[config.mk]
export PLATFORM = sky130hd
export DESIGN_NAME = decode_stage
export DESIGN_NICKNAME = d
export VERILOG_FILES = /design/src/rtl/decode_stage_pkg.sv /design/src/rtl/decode_queue.sv /design/src/rtl/static_decoder.sv /design/src/rtl/decode_stage.sv
export SDC_FILE = /design/constraint.sdc
export NUM_CORES = 2
export LEC_CHECK = 0
export CORE_ASPECT_RATIO = 0.75
export CORE_MARGIN = 5
export CORE_UTILIZATION = 50
export DETAILED_ROUTE_END_ITERATION = 7
export PLACE_DENSITY_LB_ADDON = 0.1
export SKIP_CTS_REPAIR_TIMING = 1
export SLEW_MARGIN = 20
export SYNTH_ARGS = -nofsm -noshare
export SYNTH_HDL_FRONTEND = slang
export SYNTH_HIERARCHICAL = 1
export SYNTH_SLANG_ARGS = --single-unit
[constraint.sdc]
create_clock -name clk_i -period 9.15 [get_ports clk_i]
set_input_delay 1.83 -clock clk_i [delete_from_list [all_inputs] [get_ports clk_i]]
set_output_delay 1.83 -clock clk_i [all_outputs]
set_load 0.03 [all_outputs]
[src/rtl/decode_stage_pkg.sv]
// Shared decode types: decoded-instruction record, operation classes and the
// serialisation predicate used when forming issue groups.
package decode_stage_pkg;

    localparam int XLEN         = 32;
    localparam int FETCH_WIDTH  = 2;
    localparam int DECODE_WIDTH = 2;
    localparam int IQ_DEPTH     = 8;

    typedef enum logic [4:0] {
        ILLEGAL, LUI, AUIPC, JAL, JALR, BRANCH, LOAD, STORE, ALU_IMM, ALU,
        FENCE, FENCE_I, SFENCE_VMA, ECALL, EBREAK, MRET, SRET, WFI,
        CSR_READ, CSR_RW
    } op_t;

    typedef struct packed {
        logic            valid;
        op_t             op;
        logic [XLEN-1:0] pc;
        logic [4:0]      rd;
        logic [4:0]      rs1;
        logic [4:0]      rs2;
        logic [2:0]      funct3;
        logic [31:0]     imm;
    } si_t;

    typedef struct packed {
        logic [DECODE_WIDTH-1:0] valid;
        si_t [DECODE_WIDTH-1:0]  si;
    } decode_group_t;

    function automatic logic is_serializing(input si_t si);
        return si.op inside {FENCE, FENCE_I, SFENCE_VMA, ECALL, EBREAK,
                             MRET, SRET, WFI, CSR_READ, CSR_RW};
    endfunction

endpackage

[src/rtl/decode_queue.sv]
// In-order circular buffer: up to WR_WIDTH contiguous writes and RD_WIDTH
// combinational head reads per cycle, with an occupancy count.
module decode_queue #(
    parameter  int DEPTH    = 8,
    parameter  int WR_WIDTH = 2,
    parameter  int RD_WIDTH = 2,
    parameter  int ENTRY_W  = 64,
    localparam int PTR_W    = $clog2(DEPTH),
    localparam int CNT_W    = $clog2(DEPTH + 1)
) (
    input  logic                             clk_i,
    input  logic                             rst_i,
    input  logic                             flush_i,
    input  logic                             wr_en,
    input  logic [WR_WIDTH-1:0]              wr_mask,
    input  logic [WR_WIDTH-1:0][ENTRY_W-1:0] wr_data,
    input  logic [CNT_W-1:0]                 rd_num,
    output logic [RD_WIDTH-1:0][ENTRY_W-1:0] rd_data,
    output logic [CNT_W-1:0]                 count
);
    logic [ENTRY_W-1:0] mem [DEPTH];
    logic [PTR_W-1:0]   head_reg;
    logic [PTR_W-1:0]   tail_reg;
    logic [CNT_W-1:0]   count_reg;
    logic [CNT_W-1:0]   enq_num;

    always_comb begin
        enq_num = '0;
        for (int i = 0; i < WR_WIDTH; i++) begin
            if (wr_en && wr_mask[i]) enq_num = enq_num + CNT_W'(1);
        end
    end

    always_ff @(posedge clk_i or posedge rst_i) begin
        if (rst_i) begin
            head_reg  <= '0;
            tail_reg  <= '0;
            count_reg <= '0;
        end else if (flush_i) begin
            head_reg  <= '0;
            tail_reg  <= '0;
            count_reg <= '0;
        end else begin
            head_reg  <= head_reg + PTR_W'(rd_num);
            tail_reg  <= tail_reg + PTR_W'(enq_num);
            count_reg <= count_reg + enq_num - rd_num;
        end
    end

    // The mask is contiguous, so slot i always lands at tail + i.
    always_ff @(posedge clk_i) begin
        if (wr_en && !flush_i) begin
            for (int i = 0; i < WR_WIDTH; i++) begin
                if (wr_mask[i]) mem[tail_reg + PTR_W'(i)] <= wr_data[i];
            end
        end
    end

    for (genvar gi = 0; gi < RD_WIDTH; gi++) begin : g_rd
        assign rd_data[gi] = mem[head_reg + PTR_W'(gi)];
    end

    assign count = count_reg;

    a_count_bound: assert property (@(posedge clk_i) disable iff (rst_i)
        count_reg <= CNT_W'(DEPTH));
    a_no_underflow: assert property (@(posedge clk_i) disable iff (rst_i)
        rd_num <= count_reg);

endmodule

[src/rtl/static_decoder.sv]
// Purely combinational RV32I/Zicsr/privileged decoder for one instruction word.
module static_decoder
    import decode_stage_pkg::*;
(
    input  logic [31:0]     inst,
    input  logic [XLEN-1:0] pc,
    output si_t             si
);
    logic [6:0] opcode;
    logic [2:0] f3;
    logic [6:0] f7;
    logic [4:0] rd;
    logic [4:0] rs1;

    assign opcode = inst[6:0];
    assign f3     = inst[14:12];
    assign f7     = inst[31:25];
    assign rd     = inst[11:7];
    assign rs1    = inst[19:15];

    always_comb begin
        si        = '0;
        si.pc     = pc;
        si.rd     = rd;
        si.rs1    = rs1;
        si.rs2    = inst[24:20];
        si.funct3 = f3;
        si.op     = ILLEGAL;
        si.imm    = {{20{inst[31]}}, inst[31:20]};
        case (opcode)
            7'b0110111: begin si.op = LUI;   si.imm = {inst[31:12], 12'b0}; end
            7'b0010111: begin si.op = AUIPC; si.imm = {inst[31:12], 12'b0}; end
            7'b1101111: begin
                si.op  = JAL;
                si.imm = {{12{inst[31]}}, inst[19:12], inst[20], inst[30:21], 1'b0};
            end
            7'b1100111: if (f3 == 3'b000) si.op = JALR;
            7'b1100011: if (f3 != 3'b010 && f3 != 3'b011) begin
                si.op  = BRANCH;
                si.imm = {{20{inst[31]}}, inst[7], inst[30:25], inst[11:8], 1'b0};
            end
            7'b0000011: if (f3 != 3'b011 && f3 != 3'b110 && f3 != 3'b111) si.op = LOAD;
            7'b0100011: if (f3 <= 3'b010) begin
                si.op  = STORE;
                si.imm = {{20{inst[31]}}, inst[31:25], inst[11:7]};
            end
            7'b0010011: si.op = ALU_IMM;
            7'b0110011: if (f7 == 7'b0000000 || f7 == 7'b0100000) si.op = ALU;
            7'b0001111: begin
                if (f3 == 3'b000)      si.op = FENCE;
                else if (f3 == 3'b001) si.op = FENCE_I;
            end
            7'b1110011: begin
                if (f3 == 3'b000) begin
                    if (inst == 32'h0000_0073)                  si.op = ECALL;
                    else if (inst == 32'h0010_0073)             si.op = EBREAK;
                    else if (inst == 32'h3020_0073)             si.op = MRET;
                    else if (inst == 32'h1020_0073)             si.op = SRET;
                    else if (inst == 32'h1050_0073)             si.op = WFI;
                    else if (f7 == 7'b0001001 && rd == 5'd0)    si.op = SFENCE_VMA;
                end else if (f3 != 3'b100) begin
                    // set/clear forms with a zero source never modify the CSR
                    si.op  = (f3[1] && rs1 == 5'd0) ? CSR_READ : CSR_RW;
                    si.imm = {20'b0, inst[31:20]};
                end
            end
            default: ;
        endcase
        si.valid = (si.op != ILLEGAL);
    end

endmodule

[src/rtl/decode_stage.sv]
// Multi-lane decode stage: queues fetch packets, decodes the head entries and
// registers an in-order issue group for rename, serialising system instructions.
module decode_stage
    import decode_stage_pkg::*;
#(
    parameter int FETCH_WIDTH  = decode_stage_pkg::FETCH_WIDTH,
    parameter int DECODE_WIDTH = decode_stage_pkg::DECODE_WIDTH,
    parameter int DEPTH        = decode_stage_pkg::IQ_DEPTH
) (
    input  logic                              clk_i,
    input  logic                              rst_i,
    input  logic                              flush_i,
    input  logic                              fetch_valid_i,
    output logic                              fetch_ready_o,
    input  logic [FETCH_WIDTH-1:0]            fetch_mask_i,
    input  logic [FETCH_WIDTH-1:0][XLEN-1:0]  fetch_pc_i,
    input  logic [FETCH_WIDTH-1:0][31:0]      fetch_data_i,
    output logic [DECODE_WIDTH-1:0]           dec_valid_o,
    output si_t [DECODE_WIDTH-1:0]            dec_si_o,
    input  logic                              dec_ready_i,
    output logic                              empty_o
);
    localparam int CNT_W   = $clog2(DEPTH + 1);
    localparam int ENTRY_W = XLEN + 32;

    logic [CNT_W-1:0]                      count;
    logic [FETCH_WIDTH-1:0][ENTRY_W-1:0]   wr_entry;
    logic [DECODE_WIDTH-1:0][ENTRY_W-1:0]  head_entry;
    si_t [DECODE_WIDTH-1:0]                lane_si;
    logic [DECODE_WIDTH-1:0]               grp_valid;
    logic [CNT_W-1:0]                      grp_size;
    logic [CNT_W-1:0]                      pop_num;
    logic                                  grp_stop;
    logic                                  out_load;

    // Based on registered count only, so dec_ready_i never reaches fetch_ready_o.
    assign fetch_ready_o = ({1'b0, count} + (CNT_W + 1)'(FETCH_WIDTH)) <= (CNT_W + 1)'(DEPTH);

    for (genvar gi = 0; gi < FETCH_WIDTH; gi++) begin : g_wr
        assign wr_entry[gi] = {fetch_pc_i[gi], fetch_data_i[gi]};
    end

    decode_queue #(
        .DEPTH    (DEPTH),
        .WR_WIDTH (FETCH_WIDTH),
        .RD_WIDTH (DECODE_WIDTH),
        .ENTRY_W  (ENTRY_W)
    ) u_queue (
        .clk_i    (clk_i),
        .rst_i    (rst_i),
        .flush_i  (flush_i),
        .wr_en    (fetch_valid_i && fetch_ready_o),
        .wr_mask  (fetch_mask_i),
        .wr_data  (wr_entry),
        .rd_num   (pop_num),
        .rd_data  (head_entry),
        .count    (count)
    );

    for (genvar gi = 0; gi < DECODE_WIDTH; gi++) begin : g_lane
        static_decoder u_dec (
            .inst (head_entry[gi][31:0]),
            .pc   (head_entry[gi][ENTRY_W-1:32]),
            .si   (lane_si[gi])
        );
    end

    always_comb begin
        grp_valid = '0;
        grp_size  = '0;
        grp_stop  = 1'b0;
        for (int i = 0; i < DECODE_WIDTH; i++) begin
            if (!grp_stop && i < int'(count)) begin
                if (i > 0 && is_serializing(lane_si[i])) begin
                    grp_stop = 1'b1;
                end else begin
                    grp_valid[i] = 1'b1;
                    grp_size     = grp_size + CNT_W'(1);
                    if (!lane_si[i].valid || is_serializing(lane_si[i])) grp_stop = 1'b1;
                end
            end else begin
                grp_stop = 1'b1;
            end
        end
    end

    assign out_load = !(|dec_valid_o) || dec_ready_i;
    assign pop_num  = out_load ? grp_size : '0;

    always_ff @(posedge clk_i or posedge rst_i) begin
        if (rst_i) begin
            dec_valid_o <= '0;
            dec_si_o    <= '0;
        end else if (flush_i) begin
            dec_valid_o <= '0;
            dec_si_o    <= '0;
        end else if (out_load) begin
            dec_valid_o <= grp_valid;
            for (int i = 0; i < DECODE_WIDTH; i++) begin
                dec_si_o[i] <= grp_valid[i] ? lane_si[i] : '0;
            end
        end
    end

    assign empty_o = (count == '0) && !(|dec_valid_o);

    a_mask_contig: assert property (@(posedge clk_i) disable iff (rst_i)
        fetch_valid_i |-> ((fetch_mask_i & FETCH_WIDTH'(fetch_mask_i + 1'b1)) == '0));
    a_out_stable: assert property (@(posedge clk_i) disable iff (rst_i)
        (|dec_valid_o && !dec_ready_i && !flush_i) |=> $stable(dec_si_o));

endmodule
; Word-level counts from Yosys, hierarchy flattened
; Memories as Yosys holds them, arrays and structs flattened.
; Cells that the tools add are included.
[word_totals]
n_memories = 1
mem_bits_rw = 512
inputBits = 135
latch_bits = 0
reg_bits = 188
mem_bits_ro = 0
elab_cells = 214
[classes]
shift = 0
add_sub_neg = 9
n_reduce_logical = 41
n_bitwise = 0
multipliers = 0
eq_ne = 68
div = 0
magnitude_cmp = 5
muxes = 70
[mem_list]
columns = name, depth, width, rd, rd_clocked_by_memory_dff, wr, line
row1 = u_queue.mem, 8, 64, 2, 0, 2, decode_queue.sv:21  ; logic [ENTRY_W-1:0] mem [DEPTH];
[op_table]
columns = operator, count
row1 = $mux W176, 2
row2 = $pmux W32 S5, 2
row3 = $mux W88, 2
row4 = $eq A32 B29 Y1 const B, 4
row5 = $mux W32, 4
row6 = $pmux W5 S11, 2
row7 = $mux W5, 18
row8 = $eq A32 B21 Y1 const B, 2
row9 = $eq A32 B30 Y1 const B, 2
row10 = $eq A32 B7 Y1 const B, 2
row11 = $eq A5 B4 Y1 const B, 12
row12 = $eq A7 B6 Y1 const B, 8
row13 = $eq A7 B7 Y1 const B, 8
row14 = $eq A5 B5 Y1 const B, 8
row15 = $mux W4, 9
row16 = $mux W3, 10
row17 = $eq A7 B4 Y1 const B, 4
row18 = $eq A7 B5 Y1 const B, 4
row19 = $mux W12, 2
row20 = $logic_not A5 Y1, 4
row21 = $reduce_bool A10 Y1, 2
row22 = $ne A3 B3 Y1 const B, 6
row23 = $logic_and A1 B1 Y1, 16
row24 = $mux W1, 15
row25 = 21 further kinds, 45

; Logic depth before layout (Yosys ltp)
; An unclocked memory read counts as a cell.
[depth]
word_depth = 22
depth_mapped = 24
mapped_depth_nobuf = 20

; Modules after synthesis
; The synthesis kept the hierarchy.
[modules_own_cells]
columns = mod, n_inst, area_per_inst_um2, cells_each
row1 = decode_queue, 1, 30048.8, 1623
row2 = decode_stage, 1, 6369.9, 421
row3 = static_decoder at g_lane[1].u_dec, 1, 1345.0, 206
row4 = static_decoder at g_lane[0].u_dec, 1, 1315.0, 207

; Least setup slack after synthesis
; OpenSTA, ideal clock, no wires.
[synth_path]
path_kind = input to register
from = input port fetch_valid_i
to = memory u_queue.mem[3][0] (enable)
arrival_time_ps = 6853
setup_time_ps = 574
n_path_buf = 0
cell_stages = 4
required_time_ps = 8576
slack_ps = 1722
cell_sequence = and2_1 nor2b_1 nand3_1 o21ai_0
[synth_rtl]
columns = item, line
row1 = start: declaration, decode_stage.sv:13  ; input logic fetch_valid_i,
row2 = end: declaration, decode_queue.sv:21

==> metrics.csv <==
stage,metric,value,unit
grt,remaining global-route overflow,0,
sta,slew at the pin closest to its max-slew limit,1.12,ns
yosys,number of flops mapped to enable cells by yosys,512,
final_layout,register area,20100,sq um
final_layout,max reg flops,512,
floorplan,number of I/O pins,315,
yosys,most frequently used flop master after synthesis,edfxtp_1,
pwr,relative contribution of the clock network to total power,0.238,
grt,number of global-route vias before repair,25000,
pwr,maximum ir drop on the vdd rail,0.000198,V
run,maxcap violations,0,
yosys,yosys warns,6,
final_layout,combined area of the multi-input logic cells,17300,sq um
sta,setup repair after global routing missed its margin,false,
placement,Detailed Place HPWL,72.6,mm
sta,number of failing setup endpoints in the final timing report,0,
yosys,number of storage elements in the synthesis netlist,700,
yosys,netlist area before placement,39100,sq um
sta,setup TNS after final layout,0,ns
pwr,net switching power of the design,4.76,mW
yosys,share of Yosys cell area claimed by the top area cell type,0.393,
clock_network,root buffer cell,clkbuf_16,
pwr,net switching share of the total power,0.368,
sta,final period demand of the worst path,7.11,ns
yosys,proportion of register bits with asynchronous set or reset after synthesis,0.269,
yosys,number of cells produced by synthesis,2457,
sta,Fin Clk Skew,0.0387,ns
floorplan,effective utilization at floorplan,0.506,
clock_network,sink count of the clock tree,700,
drt,Avg Vias per Cell,6.47,
drt,Avg WL per Cell,31.5,um
final_layout,layout filler cell count,5890,
drt,via total after detailed routing,24100,
clock_network,CTS H-Tree Depth,3,
outcome,run status,completed,
grt,number of antenna violations at the first check in global routing,23,
setup_path,highest net fanout along the worst path,122,
grt,first-pass GRT wire length,172,mm
drt,Pre-Repair DR Iteration Count,5,
pwr,Leakage,15.6,nW
final_layout,cell area after layout,44800,sq um
sta,worst relative slew slack,0.252,
final_layout,"Area growth, synth to finish",14.7,%
pwr,cell internal power dissipation,8.16,mW
floorplan,height of the die,252,um
setup_path,Critical Path AT,7.59,ns
drt,Residual DRC,0,
sta,Final Cycle Share,0.777,
drt,Detail Route Antenna Nets,0,
setup_path,type of destination of the critical path,flop,
yosys,leading area contributor after synthesis,edfxtp_1,
floorplan,floorplan core area,77200,sq um
final_layout,share of final-layout standard cells stronger than drive strength 1,0.418,
setup_path,kind of launch point of the worst setup path,flop,
drt,first-iteration detailed-routing DRC count,2325,
setup_path,WP data required,9.63,ns
floorplan,Total Die Area,83900,sq um
placement,GPL Wtd Cong,0.897,
yosys,share of the yosys chip area belonging to registers,0.514,
setup_path,class of the most critical setup path,reg2reg,
sta,Hold Fails Final Rpt,0,
final_layout,"top library cells by usage in the layout, fill and taps aside","640 x mux2_2, 512 x edfxtp_1, 314 x clkdlybuf4s50_1",
pwr,power per unit of standard cell area,288,nW/um^2
final_layout,"most common cell after layout, fill and taps aside",mux2_2,
sta,final slew viol count,0,
clock_network,largest buffer count on any clock path,3,
drt,aggregate routed wire length,117,mm
clock_network,number of CTS-inserted buffers,76,
final_layout,Total Nets Final,2761,
min_path,class of the worst hold path,reg2reg,
clock_network,worst-skew pair later-pin latency,0.65,ns
pwr,share of total power in combinational logic,0.449,
placement,port bufs,314,
grt,maximum number of pins on one net before global-route repair,123,
yosys,Synth cell types,83,
yosys,Post-Syn Area per Cell,15.9,sq um
clock_network,clock transition time at the flip-flop clock pins of the worst setup and hold paths,0.06,ns
placement,Placement Cell Area,42300,sq um
yosys,leading post-synthesis cells by cell area,"edfxtp_1 39%, mux2_2 18%, mux4_2 15%",
sta,upper clock frequency limit,141,MHz
pwr,power share of the sequential group,0.313,
floorplan,number of rows created at floorplan,88,
clock_network,clock tree from TritonCTS,yes,
grt,GRT Resource Usage Total,0.276,
floorplan,Die X-Extent,333,um
layer usage:
metal	global-route usage	vias to the layer above	wire length, um
met5	0	-	166
met3	0.0617	215	9160
met1	0.381	12600	49200
li1	-	10200	-
met4	0.0846	24	3140
met2	0.444	1028	55800
synth_stat cells, drive strengths merged (13+ instances only):
cell / instances
edfxtp: 512
a22o: 184
o21ai: 19
dfrtp: 188
inv: 19
nor2b: 22
nor3: 17
buf: 230
a21o: 26
nand3: 13
nand2: 63
mux4: 256
mux2: 640
clkbuf: 61
nor2: 36
path summary, 6_finish.rpt:
kind / from / end / slack, ns / depth (start not counted)
setup / recovery: u_queue/head_reg[0] / u_queue/count[2] / 2.04 / 19
hold / removal: dec_si_o[75] / dec_si_o[75] / 0.50 / 1
setup reg to reg: u_queue/head_reg[0] / u_queue/count[2] / 2.04 / 19
hold reg to reg: dec_si_o[75] / dec_si_o[75] / 0.50 / 1
max in group asynchronous: rst_i / dec_si_o[97] / 6.23 / 3
min in group asynchronous: rst_i / dec_si_o[169] / 1.65 / 2
logic make-up (layout without fill, tap and decap cells):
family,count (synthesis),after routing,share of synthesized area
xor+xnor,8,8,0.00215
buf+inv,310,526,0.0504
mux,896,896,0.332
flops,700,700,0.514
simple gates,244,244,0.0368
compound gates,283,283,0.0592
other cells,1,15,0.0000960
fa+ha+maj,15,15,0.00557
worst max-delay path, stage by stage (launching register included):
cell,delay [ns]
dfrtp_4,0.72
buf_12,0.63
buf_4,0.78
mux4_2,0.59
mux2_2,0.30
or4_1,0.60
nor2_1,0.27
nand4_4,0.16
or3_1,0.39
a21oi_1,0.22
or2_1,0.18
or3b_2,0.14
nand4_1,0.26
o211a_1,0.35
ha_1,0.29
inv_1,0.04
ha_1,0.21
fa_1,0.45
xnor2_1,0.17
nor2_1,0.05
per-stage QoR:
step	cells	hold slack [ns]	setup WS, ns	power, mW	util
after floorplan	2458	0.599	1.72	8.53	-
after global placement	3567	0.489	2.20	9.80	0.548
after detailed placement	3567	0.491	2.06	9.86	0.548
after CTS	3708	0.509	2.04	13.0	0.580
after global routing	3716	0.515	1.51	13.5	0.581
final	3722	0.504	2.04	12.9	0.581
cell type report:
type,instances,share of cell area
sequential,700,0.448
multi-input combinational,1448,0.385
timing repair buffer,366,0.0801
clock buffer,114,0.0498
tap,1035,0.0289
clock inverter,27,0.00555
inverter,19,0.00170
antenna,13,0.000726
power groups by stage:
stage	Clock, mW	Sequential [mW]	Combinational [mW]
2_1_floorplan	0	4.35	4.18
3_3_place_gp	0	4.09	5.70
3_5_place_dp	0	4.10	5.76
4_1_cts	3.13	4.04	5.78
5_1_grt	3.27	4.07	6.13
6_report	3.08	4.04	5.80
No activity file was read; power rests on OpenSTA's default activity.
